==> src/rtl/bsg_link_osdr_phy_multi.sv <==
// Multi-channel output PHY for bsg_link: registered channel data, a shared half-rate
// forwarded clock with wake/train/idle sequencing, and per-channel token edge detection.
module bsg_link_osdr_phy_multi #(
    parameter int unsigned width_p       = 8,
    parameter int unsigned channels_p    = 2,
    parameter int unsigned wake_cycles_p = 16,
    parameter logic [width_p-1:0] train_pattern_p = width_p'(8'hA5)
) (
    input  logic                             clk_i,
    input  logic                             reset_n_i,
    input  logic [1:0]                       mode_i,
    input  logic [channels_p*width_p-1:0]    data_i,
    output logic                             ready_o,
    output logic [channels_p-1:0]            clk_o,
    output logic [channels_p*width_p-1:0]    data_o,
    input  logic [channels_p-1:0]            token_i,
    output logic [channels_p-1:0]            token_edge_o,
    output logic [1:0]                       o_dbg_state
);

    // Handshake: data_i is consumed on every rising clk_i edge at which ready_o is high;
    // there is no backpressure from the core side, ready_o only reports acceptance.

    typedef enum logic [1:0] {
        S_WAKE   = 2'd0,
        S_ACTIVE = 2'd1,
        S_TRAIN  = 2'd2,
        S_IDLE   = 2'd3
    } state_e;

    localparam int unsigned CW = $clog2(wake_cycles_p + 1);
    localparam logic [CW-1:0] WAKE_MAX  = CW'(wake_cycles_p);
    localparam logic [CW-1:0] WAKE_LAST = CW'(wake_cycles_p - 1);
    localparam int unsigned DW = channels_p * width_p;

    state_e              r_state;
    state_e              w_state_next;
    state_e              w_req;
    logic                r_clk;
    logic                w_clk_next;
    logic [DW-1:0]       r_data;
    logic [DW-1:0]       w_data_next;
    logic [CW-1:0]       r_cnt;
    logic [CW-1:0]       w_cnt_next;

    logic [channels_p-1:0] r_sync1;
    logic [channels_p-1:0] r_sync2;
    logic [channels_p-1:0] r_sync_d;
    logic [channels_p-1:0] r_tok_edge;

    always_comb begin
        case (mode_i)
            2'd0:    w_req = S_ACTIVE;
            2'd1:    w_req = S_TRAIN;
            default: w_req = S_IDLE;
        endcase
    end

    always_comb begin
        w_state_next = r_state;
        w_clk_next   = r_clk;
        w_data_next  = r_data;
        w_cnt_next   = r_cnt;
        case (r_state)
            S_WAKE: begin
                w_clk_next  = ~r_clk;
                w_data_next = '0;
                if (r_cnt != WAKE_MAX) w_cnt_next = r_cnt + 1'b1;
                // Leave only on the toggle that brings the clock back low.
                if (r_cnt >= WAKE_LAST && r_clk) w_state_next = w_req;
            end
            S_ACTIVE: begin
                w_data_next  = data_i;
                w_clk_next   = (w_req == S_IDLE) ? 1'b0 : ~r_clk;
                w_state_next = w_req;
            end
            S_TRAIN: begin
                w_state_next = w_req;
                if (w_req == S_IDLE && !r_clk) begin
                    w_clk_next = 1'b0;
                end else begin
                    w_clk_next  = ~r_clk;
                    w_data_next = r_clk ? {channels_p{~train_pattern_p}}
                                        : {channels_p{train_pattern_p}};
                end
            end
            default: begin
                w_clk_next   = 1'b0;
                w_state_next = w_req;
            end
        endcase
    end

    always_ff @(posedge clk_i or negedge reset_n_i) begin
        if (!reset_n_i) begin
            r_state <= S_WAKE;
            r_clk   <= 1'b0;
            r_data  <= '0;
            r_cnt   <= '0;
        end else begin
            r_state <= w_state_next;
            r_clk   <= w_clk_next;
            r_data  <= w_data_next;
            r_cnt   <= w_cnt_next;
        end
    end

    // The edge pulse is registered so it lands three cycles after the token rises.
    always_ff @(posedge clk_i or negedge reset_n_i) begin
        if (!reset_n_i) begin
            r_sync1    <= '0;
            r_sync2    <= '0;
            r_sync_d   <= '0;
            r_tok_edge <= '0;
        end else begin
            r_sync1    <= token_i;
            r_sync2    <= r_sync1;
            r_sync_d   <= r_sync2;
            r_tok_edge <= r_sync2 & ~r_sync_d;
        end
    end

    assign ready_o      = (r_state == S_ACTIVE);
    assign clk_o        = {channels_p{r_clk}};
    assign data_o       = r_data;
    assign token_edge_o = r_tok_edge;
    assign o_dbg_state  = r_state;

endmodule

==> config.mk <==
export PLATFORM = sky130hd
export DESIGN_NAME = bsg_link_osdr_phy_multi
export DESIGN_NICKNAME = d
export VERILOG_FILES = /design/src/rtl/bsg_link_osdr_phy_multi.sv
export SDC_FILE = /design/constraint.sdc
export NUM_CORES = 1
export LEC_CHECK = 0
export CAP_MARGIN = 10
export CORE_MARGIN = 2
export CORE_UTILIZATION = 35
export CTS_BUF_LIST = sky130_fd_sc_hd__clkbuf_16
export DETAILED_ROUTE_END_ITERATION = 10
export HOLD_SLACK_MARGIN = 0.08
export PLACE_DENSITY = 0.71
export SLEW_MARGIN = 20
export SYNTH_ARGS = -nofsm -noshare
export SYNTH_HDL_FRONTEND = slang
export SYNTH_SLANG_ARGS = --single-unit
export TNS_END_PERCENT = 20
==> constraint.sdc <==
create_clock -name clk_i -period 2.5 [get_ports clk_i]
set_input_delay 0.375 -clock clk_i [delete_from_list [all_inputs] [get_ports clk_i]]
set_output_delay 0.375 -clock clk_i [all_outputs]
set_load 0.005 [all_outputs]
Word-level counts from Yosys, hierarchy flattened
Index checks and enable logic that the tools add are counted.

word-level totals
  bits of input ports = 22
  logic and storage cells = 37
  bits in registers = 32
  output and inout port bits = 23

cells by class
  equal/unequal tests = 7
  magnitude comparators = 1
  muxes and demuxes = 9
  add/subtract/negate cells = 1
  bitwise gates (word level) = 3
  reductions and logical operators = 8

operator list
  operator                                                           count
  one-hot mux 16 bit (3 select lines)                                1
  2-to-1 mux 16 bit                                                  2
  adder 5 x 1 -> 5 bit, second input constant                        1
  greater-or-equal comparator 5 x 4 -> 1 bit, second input constant  1
  != test 5 bit, second input constant                               1
  equality test 2 x 1 -> 1 bit, second input constant                2
  equality test 2 bit, second input constant                         2
  zero test 2 bit                                                    2
  2-to-1 mux 2 bit                                                   2
  != test 2 bit, second input constant                               2
  one-hot mux 2 bit (2 select lines)                                 1
  AND reduction 2 bit                                                2
  one-hot mux 1 bit (3 select lines)                                 1
  nonzero test 3 bit                                                 1
  AND 2 bit                                                          1
  logical AND 1 bit                                                  2
  2-to-1 mux 1 bit                                                   2
  NOT 2 bit                                                          1
  zero test 1 bit                                                    1
  NOT 1 bit                                                          1

Logic depth before layout (Yosys ltp)
  depth after elaboration = 6
  depth in mapped cells = 8
  depth with buffers taken out = 6

Worst setup path after synthesis
Ideal clock, no wire load.

  path kind = flip-flop to flip-flop
  from = register r_state[1] (netlist: o_dbg_state[1])
  to = register r_data[10] (netlist: data_o[10])
  required time = 2.375 ns
  buffers on the path = 3
  cell stages (with the launch flop) = 9
  arrival time = 1.800 ns
  setup time = 0.125 ns
  setup slack = 0.575 ns
  cells stage by stage = dfrtp_1 > inv_1 > ha_1 > buf_6 > or2_1 > o22a_1 > buf_6 > buf_12 > mux2_4

between the ends
  word-level cells in the longest chain between the ends = 3

ends and longest elaborated chain
  element                               line  text
  from (decl)                           36    state_e r_state;
  from (signal assigned)                101   r_state <= w_state_next;
  equality test 2 x 1 -> 1 bit *        -
  net ready_o                           13    output logic ready_o,
  nonzero test 3 bit (no source line)   -
  AND reduction 2 bit (no source line)  -
  to (signal assigned)                  103   r_data <= w_data_next;
  to (decl)                             41    logic [DW-1:0] r_data;

The timed path passes the listed nets; every way through them passes the cells marked *.
A chain may end at the register's enable or synchronous reset.

Worst setup path in the final report
  from = register r_state[0] (netlist: o_dbg_state[0])
  to = register r_data[3] (netlist: data_o[3])

between the ends
  word-level cells in the longest chain between the ends = 3

ends and longest elaborated chain
  element                                                                      line  text
  equality test 2 bit (tied with other cells)                                  64    case (r_state)
  != test 2 bit (no source line) / nonzero test 3 bit (equally long branches)  -
  AND reduction 2 bit (no source line)                                         -

Several ways; a longest one is shown, not always the timed one.

==> impl_metrics.toml <==
[yosys]
async_reset_ff_share_pct = 100
synth_commonest_cells = "dfrtp_1 (32), nand2_1 (20), a21boi_0 (16), mux2_4 (10)"
yosys_register_bits = 32
synth_top_cell_area_share_pct = 48.6
synthDistinctLibCells = 31
synth_top_cells_by_area = "dfrtp_1 (49%), mux2_4 (9.1%), a21boi_0 (7.3%)"
synthesis.area_sq_um = 1650
synth-edff-count = 0
synth.yosys.seq_area_share_pct = 48.6
ys.warnings.count = 0
yosysMostFrequentCell = "dfrtp_1"
yosys.area.top_type = "dfrtp_1"
synth_nets = 169
syn_avg_cell_area_sq_um = 11.8
synth_flop_cell = "dfrtp_1"
synthCells = 140

[clocking]
hold_buffers = 0
postCtsSetupBuffers = 0
post_cts_resized = 0
cts-buffers-inserted = 5
cts_tree = "built"
clockBufferDepth = 2
h-tree-depth = 2
clk-insertion-delay-late_ps = 270
clk_pin_slew_ps = 50
cts.sinks = 32
clockRootBuffer = "clkbuf_16"

[setup_path]
reg2reg_depth = 5
cp.required_ps = 2650
ff2ff_setup_slack_ps = 590
critical_path_class = "reg -> reg"
reg2reg_to = "data_o[3]"
worstReg2RegStart = "o_dbg_state[0]"
worstSetupEndpointType = "flip-flop"
worstPathMaxFanout = 16
worstSetupStartpointType = "flip-flop"
arrival_ps = 2060

[global_routing]
grt-ovfl-total = 0
grt_antenna_before_repair = 0
grt_first_pass_wirelength_mm = 5.69
track_usage_pct = 14.2
grt_max_degree = 33
grt_pass1_vias = 1159

[timing]
min_period_over_period_pct = 76.2
slew_headroom_pct = 59.8
fin_skew_ps = 3.58
finalCriticalPeriod_ps = 1910
grt_setup_unrepaired = "false"
tightest_slew_ps = 597
hold-worst-slack_ps = 344
max_freq_mhz = 525
maxSlewViolCount = 0
setup_viol = 0
fin_setup_tns_ps = 0
hold_violations = 0

[finish]
drive_above_1_share_pct = 14.7
fin_cells = 236
area_growth_pct = 34.5
diodes = 0
nNetsFinal = 213
fillers = 420
stdcell_area_sq_um = 2220
post-route-util_pct = 49.9

[floorplanning]
initial_core_util_pct = 37.1
die_y_microns = 72.6
die_x_microns = 72.6
io_pins = 45
num_rows = 24
dieArea_sq_um = 5270
core_sq_um = 4440

[placed_design]
port_buffers = 44
placed_cells = 229
place_congestion = 0.804
dp_hpwl_mm = 2.29
place_area_sq_um = 2080

[hold_path]
whs_endpoint = "r_sync2[1]"
hp-class = "reg -> reg"
hold_path_depth = 0
min-delay-start = "r_sync1[1]"

[drt]
wl_mm = 3.29
ant_nets = 0
dr.pass1.iters = 4
drt_iter0_markers = 76
drt-wirelength-per-cell_microns = 13.9
post_drt_via_cell_ratio = 4.78
drc = 0
vias = 1128

[status]
status = "complete, no violations"

[job]
drv_cap = 0

[power]
p_leak_uw = 0.000978
powerDensity_nw_per_um2 = 771
peakVddDrop_mv = 0.411
-- cell type report --
| class | instances | area, sq um | area share (%) |
|---|---|---|---|
| multi-input cells | 91 | 729 | 32.9 |
| repair buffers | 47 | 463 | 20.9 |
| clock inverters | 2 | 7.51 | 0.339 |
| inverters | 7 | 26.3 | 1.19 |
| well taps | 52 | 65.1 | 2.93 |
| flip-flops and latches | 32 | 801 | 36.1 |
| clock buffers | 5 | 125 | 5.64 |
-- critical path: stages, from the launching register on --
cell	delay [ps]
dfrtp_1	420
inv_1	120
ha_1	400
o22a_1	210
buf_4	260
mux2_2	370
-- layout by cell type, fill, tap and decap left out, types with 2 or more instances in the layout --
cell,n
clkdlybuf4s50_1,44
dfrtp_1,32
nand2_1,20
a21boi_0,16
mux2_4,10
inv_1,7
mux2_2,7
ha_1,7
clkbuf_16,5
nor2b_1,3
nor2_1,3
nand4_1,3
buf_4,3
and3_1,2
nor3_1,2
xnor2_1,2
o22a_1,2
and4_1,2
clkinv_1,2
-- registers in the layout, summed over array words and instances, names as in the netlist --
| name | cells |
|---|---|
| data_o | 16 |
| o_dbg_state | 2 |
| r_clk | 1 |
| r_cnt | 5 |
| r_sync1 | 2 |
| r_sync2 | 2 |
| r_sync_d | 2 |
| token_edge_o | 2 |
-- worst max-delay path by stage --
stage / start / to / slack [ps] / cells after the start
after floorplan: o_dbg_state[1] / data_o[10] / 580 / 8
after global placement: o_dbg_state[0] / data_o[5] / 670 / 5
after detailed placement: o_dbg_state[0] / data_o[3] / 590 / 5
after CTS: o_dbg_state[0] / data_o[3] / 580 / 5
after global routing: o_dbg_state[0] / data_o[2] / 470 / 5
final: o_dbg_state[0] / data_o[3] / 590 / 5
-- metrics by stage --
step                total power (uW)  worst slack [ps]
floorplan                        979               575
global placement                1150               666
detailed placement              1170               593
CTS                             1740               583
global route                    1820               469
finish                          1710               594
-- cell families (layout without fill, tap and decap cells) --
logic type      Yosys count  after routing  share of synthesized area, %
simple gates             40             40                          12.4
flops                    32             32                          48.6
compound gates           24             24                          11.0
mux                      18             18                          14.5
buf+inv                  17             61                          7.14
fa+ha+maj                 7              7                          5.31
xor+xnor                  2              2                          1.06
-- metal layers --
layer / vias to the layer above / global-route usage [%] / share of wire (%)
met4: 0 / 6.17 / 1.8
met1: 523 / 19.0 / 48
li1: 565 / - / -
met5: - / 0 / 0
met3: 7 / 4.14 / 5.8
met2: 33 / 21.4 / 45
-- where the power goes --
part	switching (uW)	leakage [uW]	internal, uW	total [uW]
clock network	205	0.0000648	355	561
logic	173	0.000504	279	452
registers	88.9	0.000409	609	698
total	467	0.000978	1240	1710
(Power assumes the default switching activity.)
